==> src/rtl/mul_div_unit.sv <==
// Iterative multiply/divide engine for the EX stage: MULT(U), MADD(U), MSUB(U), DIV(U).
// Shift-add multiply and restoring divide at one bit per cycle, then a sign/accumulate fix-up.
module mul_div_unit #(
  parameter int unsigned WIDTH = 32
) (
  input  logic                 clk,
  input  logic                 rst,
  input  logic                 start_i,
  input  logic [2:0]           op_i,
  input  logic [WIDTH-1:0]     opdata1_i,
  input  logic [WIDTH-1:0]     opdata2_i,
  input  logic [2*WIDTH-1:0]   hilo_i,
  input  logic                 annul_i,
  output logic [2*WIDTH-1:0]   result_o,
  output logic                 ready_o,
  output logic                 busy_o,
  output logic                 div0_o
);

  localparam int unsigned W2 = 2 * WIDTH;
  localparam int unsigned CW = $clog2(WIDTH + 1);

  typedef enum logic [1:0] {S_IDLE, S_CALC, S_FIX, S_DONE} state_t;

  state_t           r_state,  w_state_nxt;
  logic [2:0]       r_op,     w_op_nxt;
  logic             r_sign1,  w_sign1_nxt;
  logic             r_sign2,  w_sign2_nxt;
  logic [CW-1:0]    r_cnt,    w_cnt_nxt;
  logic [W2-1:0]    r_x,      w_x_nxt;      // multiplicand shifting left; quotient in low half
  logic [WIDTH-1:0] r_y,      w_y_nxt;      // multiplier shifting right; divisor held
  logic [W2-1:0]    r_acc,    w_acc_nxt;
  logic [WIDTH:0]   r_rem,    w_rem_nxt;
  logic [W2-1:0]    r_hilo,   w_hilo_nxt;
  logic [W2-1:0]    r_result, w_result_nxt;
  logic             r_ready,  w_ready_nxt;
  logic             r_busy,   w_busy_nxt;
  logic             r_div0,   w_div0_nxt;

  // Operand conditioning at accept: magnitudes only for signed ops
  logic             w_in_signed, w_in_div, w_in_neg1, w_in_neg2;
  logic [WIDTH-1:0] w_mag1, w_mag2;

  assign w_in_signed = ~op_i[0];
  assign w_in_div    = (op_i[2:1] == 2'b11);
  assign w_in_neg1   = w_in_signed & opdata1_i[WIDTH-1];
  assign w_in_neg2   = w_in_signed & opdata2_i[WIDTH-1];
  assign w_mag1      = w_in_neg1 ? (~opdata1_i + WIDTH'(1)) : opdata1_i;
  assign w_mag2      = w_in_neg2 ? (~opdata2_i + WIDTH'(1)) : opdata2_i;

  // Restoring-divide trial subtract; top bit of the difference is the borrow
  logic [WIDTH+1:0] w_shift, w_diff;
  logic             w_borrow;

  assign w_shift  = {r_rem, r_x[WIDTH-1]};
  assign w_diff   = w_shift - {2'b00, r_y};
  assign w_borrow = w_diff[WIDTH+1];

  // Sign correction and accumulate
  logic             w_neg_q;
  logic [W2-1:0]    w_prod;
  logic [WIDTH-1:0] w_quo, w_remf;
  logic [W2-1:0]    w_fixed;

  assign w_neg_q = ~r_op[0] & (r_sign1 ^ r_sign2);
  assign w_prod  = w_neg_q ? (~r_acc + W2'(1)) : r_acc;
  assign w_quo   = w_neg_q ? (~r_x[WIDTH-1:0] + WIDTH'(1)) : r_x[WIDTH-1:0];
  assign w_remf  = r_sign1 ? (~r_rem[WIDTH-1:0] + WIDTH'(1)) : r_rem[WIDTH-1:0];

  always_comb begin
    w_fixed = w_prod;
    case (r_op[2:1])
      2'b00:   w_fixed = w_prod;
      2'b01:   w_fixed = r_hilo + w_prod;
      2'b10:   w_fixed = r_hilo - w_prod;
      default: w_fixed = {w_remf, w_quo};
    endcase
  end

  // Next-state and register updates
  always_comb begin
    w_state_nxt  = r_state;
    w_op_nxt     = r_op;
    w_sign1_nxt  = r_sign1;
    w_sign2_nxt  = r_sign2;
    w_cnt_nxt    = r_cnt;
    w_x_nxt      = r_x;
    w_y_nxt      = r_y;
    w_acc_nxt    = r_acc;
    w_rem_nxt    = r_rem;
    w_hilo_nxt   = r_hilo;
    w_result_nxt = r_result;
    w_ready_nxt  = r_ready;
    w_busy_nxt   = r_busy;
    w_div0_nxt   = r_div0;

    case (r_state)
      S_IDLE: begin
        if (start_i && !annul_i) begin
          w_op_nxt    = op_i;
          w_sign1_nxt = w_in_neg1;
          w_sign2_nxt = w_in_neg2;
          w_hilo_nxt  = hilo_i;
          w_cnt_nxt   = '0;
          w_x_nxt     = {{WIDTH{1'b0}}, w_mag1};
          w_y_nxt     = w_mag2;
          w_acc_nxt   = '0;
          w_rem_nxt   = '0;
          if (w_in_div && (opdata2_i == '0)) begin
            w_result_nxt = {opdata1_i, {WIDTH{1'b1}}};
            w_ready_nxt  = 1'b1;
            w_div0_nxt   = 1'b1;
            w_busy_nxt   = 1'b0;
            w_state_nxt  = S_DONE;
          end else begin
            w_busy_nxt  = 1'b1;
            w_state_nxt = S_CALC;
          end
        end
      end

      S_CALC: begin
        if (annul_i) begin
          w_state_nxt = S_IDLE;
          w_busy_nxt  = 1'b0;
          w_ready_nxt = 1'b0;
          w_div0_nxt  = 1'b0;
        end else if (r_cnt == CW'(WIDTH)) begin
          w_state_nxt = S_FIX;
        end else begin
          w_cnt_nxt = r_cnt + CW'(1);
          if (r_op[2:1] == 2'b11) begin
            w_rem_nxt = w_borrow ? w_shift[WIDTH:0] : w_diff[WIDTH:0];
            w_x_nxt   = {r_x[W2-2:0], ~w_borrow};
          end else begin
            w_acc_nxt = r_y[0] ? (r_acc + r_x) : r_acc;
            w_x_nxt   = {r_x[W2-2:0], 1'b0};
            w_y_nxt   = {1'b0, r_y[WIDTH-1:1]};
          end
        end
      end

      S_FIX: begin
        if (annul_i) begin
          w_state_nxt = S_IDLE;
          w_busy_nxt  = 1'b0;
          w_ready_nxt = 1'b0;
          w_div0_nxt  = 1'b0;
        end else begin
          w_result_nxt = w_fixed;
          w_busy_nxt   = 1'b0;
          w_ready_nxt  = 1'b1;
          w_state_nxt  = S_DONE;
        end
      end

      S_DONE: begin
        if (annul_i || !start_i) begin
          w_state_nxt = S_IDLE;
          w_busy_nxt  = 1'b0;
          w_ready_nxt = 1'b0;
          w_div0_nxt  = 1'b0;
        end
      end

      default: w_state_nxt = S_IDLE;
    endcase
  end

  always_ff @(posedge clk or negedge rst) begin
    if (!rst) begin
      r_state  <= S_IDLE;
      r_op     <= '0;
      r_sign1  <= 1'b0;
      r_sign2  <= 1'b0;
      r_cnt    <= '0;
      r_x      <= '0;
      r_y      <= '0;
      r_acc    <= '0;
      r_rem    <= '0;
      r_hilo   <= '0;
      r_result <= '0;
      r_ready  <= 1'b0;
      r_busy   <= 1'b0;
      r_div0   <= 1'b0;
    end else begin
      r_state  <= w_state_nxt;
      r_op     <= w_op_nxt;
      r_sign1  <= w_sign1_nxt;
      r_sign2  <= w_sign2_nxt;
      r_cnt    <= w_cnt_nxt;
      r_x      <= w_x_nxt;
      r_y      <= w_y_nxt;
      r_acc    <= w_acc_nxt;
      r_rem    <= w_rem_nxt;
      r_hilo   <= w_hilo_nxt;
      r_result <= w_result_nxt;
      r_ready  <= w_ready_nxt;
      r_busy   <= w_busy_nxt;
      r_div0   <= w_div0_nxt;
    end
  end

  assign result_o = r_result;
  assign ready_o  = r_ready;
  assign busy_o   = r_busy;
  assign div0_o   = r_div0;

endmodule
==> config.mk <==
export PLATFORM = sky130hd
export DESIGN_NAME = mul_div_unit
export DESIGN_NICKNAME = d
export VERILOG_FILES = /design/src/rtl/mul_div_unit.sv
export SDC_FILE = /design/constraint.sdc
export NUM_CORES = 1
export LEC_CHECK = 0
export ABC_AREA = 1
export CORE_AREA = 2 2 269 271
export DETAILED_ROUTE_END_ITERATION = 8
export DIE_AREA = 0 0 271 273
export GPL_ROUTABILITY_DRIVEN = 0
export PLACE_DENSITY = 0.62
export SYNTH_ARGS = -nofsm -noshare
export SYNTH_HDL_FRONTEND = slang
export SYNTH_SLANG_ARGS = --single-unit
==> constraint.sdc <==
create_clock -name clk -period 11.5 [get_ports clk]
set_input_delay 1.15 -clock clk [delete_from_list [all_inputs] [get_ports clk]]
set_output_delay 1.15 -clock clk [all_outputs]
set_load 0.005 [all_outputs]
==> summary.txt <==
Worst setup path
  • Critical path's slowest cell: dfrtp_1
  • Worst setup path start: r_sign1
  • Flop2flop setup slack: 4.10 ns
  • Worst path max stage delay: 0.91 ns
  • Startpoint types: flop
  • CP endpoint: result_o[35]
  • Critical Path Stages: 26
  • Worst r2r dst: result_o[35]
  • Worst path bufs/invs: 2
  • Delay-heaviest family, CP: simple AND/OR/NAND/NOR gates
  • R2R depth: 26
  • R2R Path Start: r_sign1
  • CP Capture Type: flop
  • Setup Crit Path Kind: reg -> reg
  • WP data required: 11.99 ns
  • Worst EP arrival: 7.89 ns
  • Critical path peak fanout: 81
  • Cell repeated most along the worst path: nand2_1

STA
  • Final worst setup slack: 4.099 ns
  • Setup violators final: 0
  • Final Skew: 0.03583 ns
  • Slew Limit Fails: 0
  • Final period util: 64.35%
  • Fmax: 0.1351 GHz
  • Post-layout min period: 7.401 ns
  • Relative slew slack: 22.55%
  • Hold Fails Final Rpt: 0
  • Setup TNS: 0 ns
  • RSZ-0062 raised after global routing: no
  • Hold slack: 0.4850 ns
  • Slew @ Worst Pin: 1.150 ns

Status
  • Status: finished, final reports clean

Worst hold path
  • Hold WC Path Type: reg -> reg
  • Hold Crit Depth: 2

Global routing
  • First-pass GRT wire length: 199700 µm
  • Vias in the first global route: 32.62k
  • Largest net degree at the start of global routing: 95
  • Total GRT Usage: 35.37%
  • Total gr overflow: 0
  • Initial antenna violation count: 5

Cells and area
  • Reg area: 0.008433 mm²
  • Nets: 5380
  • Synthesis-to-layout area growth: 13.65%
  • # fillers: 7301
  • Multi-input logic area: 0.02029 mm²
  • Share of layout cells above drive strength 1: 4.980%

CTS
  • PostCTS Resize Cnt: 0
  • Clock Path Buffers: 3
  • Skew-Pair Late Insertion Delay: 0.63 ns
  • CTS clk-pin slew, worst paths: 0.06 ns
  • TritonCTS clock tree: built
  • Clk root buf: clkbuf_16
  • Post-CTS Setup Repair Bufs: 0
  • Clock tree sinks: 337
  • Hold_buf cts: 0
  • CTS Buf Count: 43
  • H-tree Lvls: 2

Synthesis
  • Syn Area/Cell: 6.464 µm²
  • Syn nets: 5238
  • Mapped Area: 0.03184 mm²
  • Number of synthesized register bits: 337
  • Register area share after synthesis: 26.49%
  • Main synth FF type: dfrtp_1
  • Library cells used by synthesis: 65
  • EDFF count, synth: 0
  • Total number of yosys warnings: 0
  • Share of flip-flops with an asynchronous set or reset: 100.0%
  • Post-synthesis cell count: 4926

Placement
  • I/O Buffers: 201
  • Final HPWL from detailed placement: 108100 µm
  • Pre-CTS setup slack: 4.484 ns

Drt
  • Remaining DRCs: 0
  • WL/cell: 22.13 µm
  • Drt initial violations: 3983
  • Total wire length: 133900 µm
  • Routed vias/inst: 5.822
  • Pre-antenna DRT Iters: 6
  • DRT antenna net count: 0
  • Via count: 35.24k

Floorplanning
  • Initial core utilization: 44.85%
  • Core ar.: 0.07100 mm²
  • IO Count: 202
  • Die ar.: 0.07398 mm²
  • Die height: 273 µm
  • Die width: 271 µm
  • Rows: 98

Run
  • Max_cap viols: 0
## worst min-delay path: stages, from the launching register on
cell and delay, ns:
dfrtp_1 0.34, nand2_1 0.06, nand2_1 0.06
## synth_stat cells (13+ instances only)
cell,n,area share (%)
a21o_1,19,0.45
a21oi_1,462,7.3
a31oi_1,61,1.2
buf_1,22,0.26
buf_2,13,0.20
clkbuf_1,96,1.1
dfrtp_1,337,26
ha_1,174,6.8
inv_1,666,7.9
mux2_2,61,2.2
nand2_1,1023,12
nand2_2,17,0.33
nand3_1,212,3.3
nand4_1,61,1.2
nor2_1,581,6.8
nor2_2,13,0.26
nor3_1,71,1.1
nor4_1,39,0.77
o211ai_1,51,1.2
o21a_1,19,0.45
o21ai_0,486,7.6
o21ai_1,22,0.35
o21bai_1,20,0.47
o221ai_1,21,0.58
o22ai_1,83,1.6
or2_2,18,0.35
xnor2_1,39,1.1
xor2_1,125,3.4
## cell usage in the layout (no fill, tap or decap), types with 10 or more instances in the layout
cell             netlist  final
a21o_1                19     19
a21oi_1              462    460
a31oi_1               61     61
buf_4                  4     35
clkbuf_16              0     43
clkbuf_8               0     10
clkdlybuf4s50_1        0    200
dfrtp_1              337    337
ha_1                 174    172
inv_1                666    664
inv_2                  9     12
mux2_2                61     61
nand2_1             1023   1022
nand2_2               17     17
nand3_1              212    212
nand4_1               61     61
nor2_1               581    580
nor2_2                13     14
nor3_1                71     71
nor4_1                39     39
o211ai_1              51     51
o21a_1                19     19
o21ai_0              486    486
o21ai_1               22     22
o21bai_1              20     20
o221ai_1              21     21
o22ai_1               83     83
o31ai_1               10     10
or2_2                 18     18
xnor2_1               39     39
xor2_1               125    125
## how the worst min path moves through the flow
| stage | startpoint | endpoint | slack [ns] |
|---|---|---|---|
| CTS | result_o[50] | result_o[50] | 0.48 |
| floorplan | r_op[0] | r_op[0] | 0.45 |
| global route | result_o[51] | result_o[51] | 0.50 |
| global placement | result_o[53] | result_o[53] | 0.46 |
| finish | result_o[38] | result_o[38] | 0.48 |
| detailed placement | result_o[38] | result_o[38] | 0.47 |
## metrics by stage
stage	instance area (µm²)	cells	utilization (%)
finish	36190	6053	50.97
detailed placement	34750	5973	48.95
CTS	36180	6050	50.96
global placement	34750	5973	48.95
floorplan	31840	4926	-
global route	36180	6052	50.97
## kinds of logic after synthesis
family,count (synthesis),share of synthesized area (%)
fa+ha+maj,177,7.026
xor+xnor,164,4.511
mux,61,2.157
simple gates,2066,27.18
compound gates,1301,22.77
buf+inv,820,9.875
flops,337,26.49
## area by class of cell
type	instances	share of cell area, %
antenna	3	0.02075
clock buffer	62	3.447
clock inverter	15	0.4875
inverter	681	7.078
multi-input combinational	3769	56.08
sequential	337	23.30
tap	950	3.285
timing repair buffer	236	6.300
## routing by layer
metal / GRT usage [%] / up-vias / wire length, µm
met5: 0 / - / 13
met4: 17.68 / 2 / 7619
li1: - / 16832 / -
met3: 7.583 / 342 / 14610
met2: 53.79 / 1827 / 56320
met1: 47.45 / 16238 / 55390
## sequential cells by signal (all words and copies together) (netlist names)
name / count
r_acc: 64
div0_o: 1
r_state: 2
r_cnt: 6
r_hilo: 64
busy_o: 1
r_op: 3
r_rem: 33
result_o: 64
r_sign1: 1
r_y: 32
r_x: 64
ready_o: 1
r_sign2: 1
Power is not shown: default switching activity piles up to over one toggle a cycle in this logic, so the estimate is an artifact.
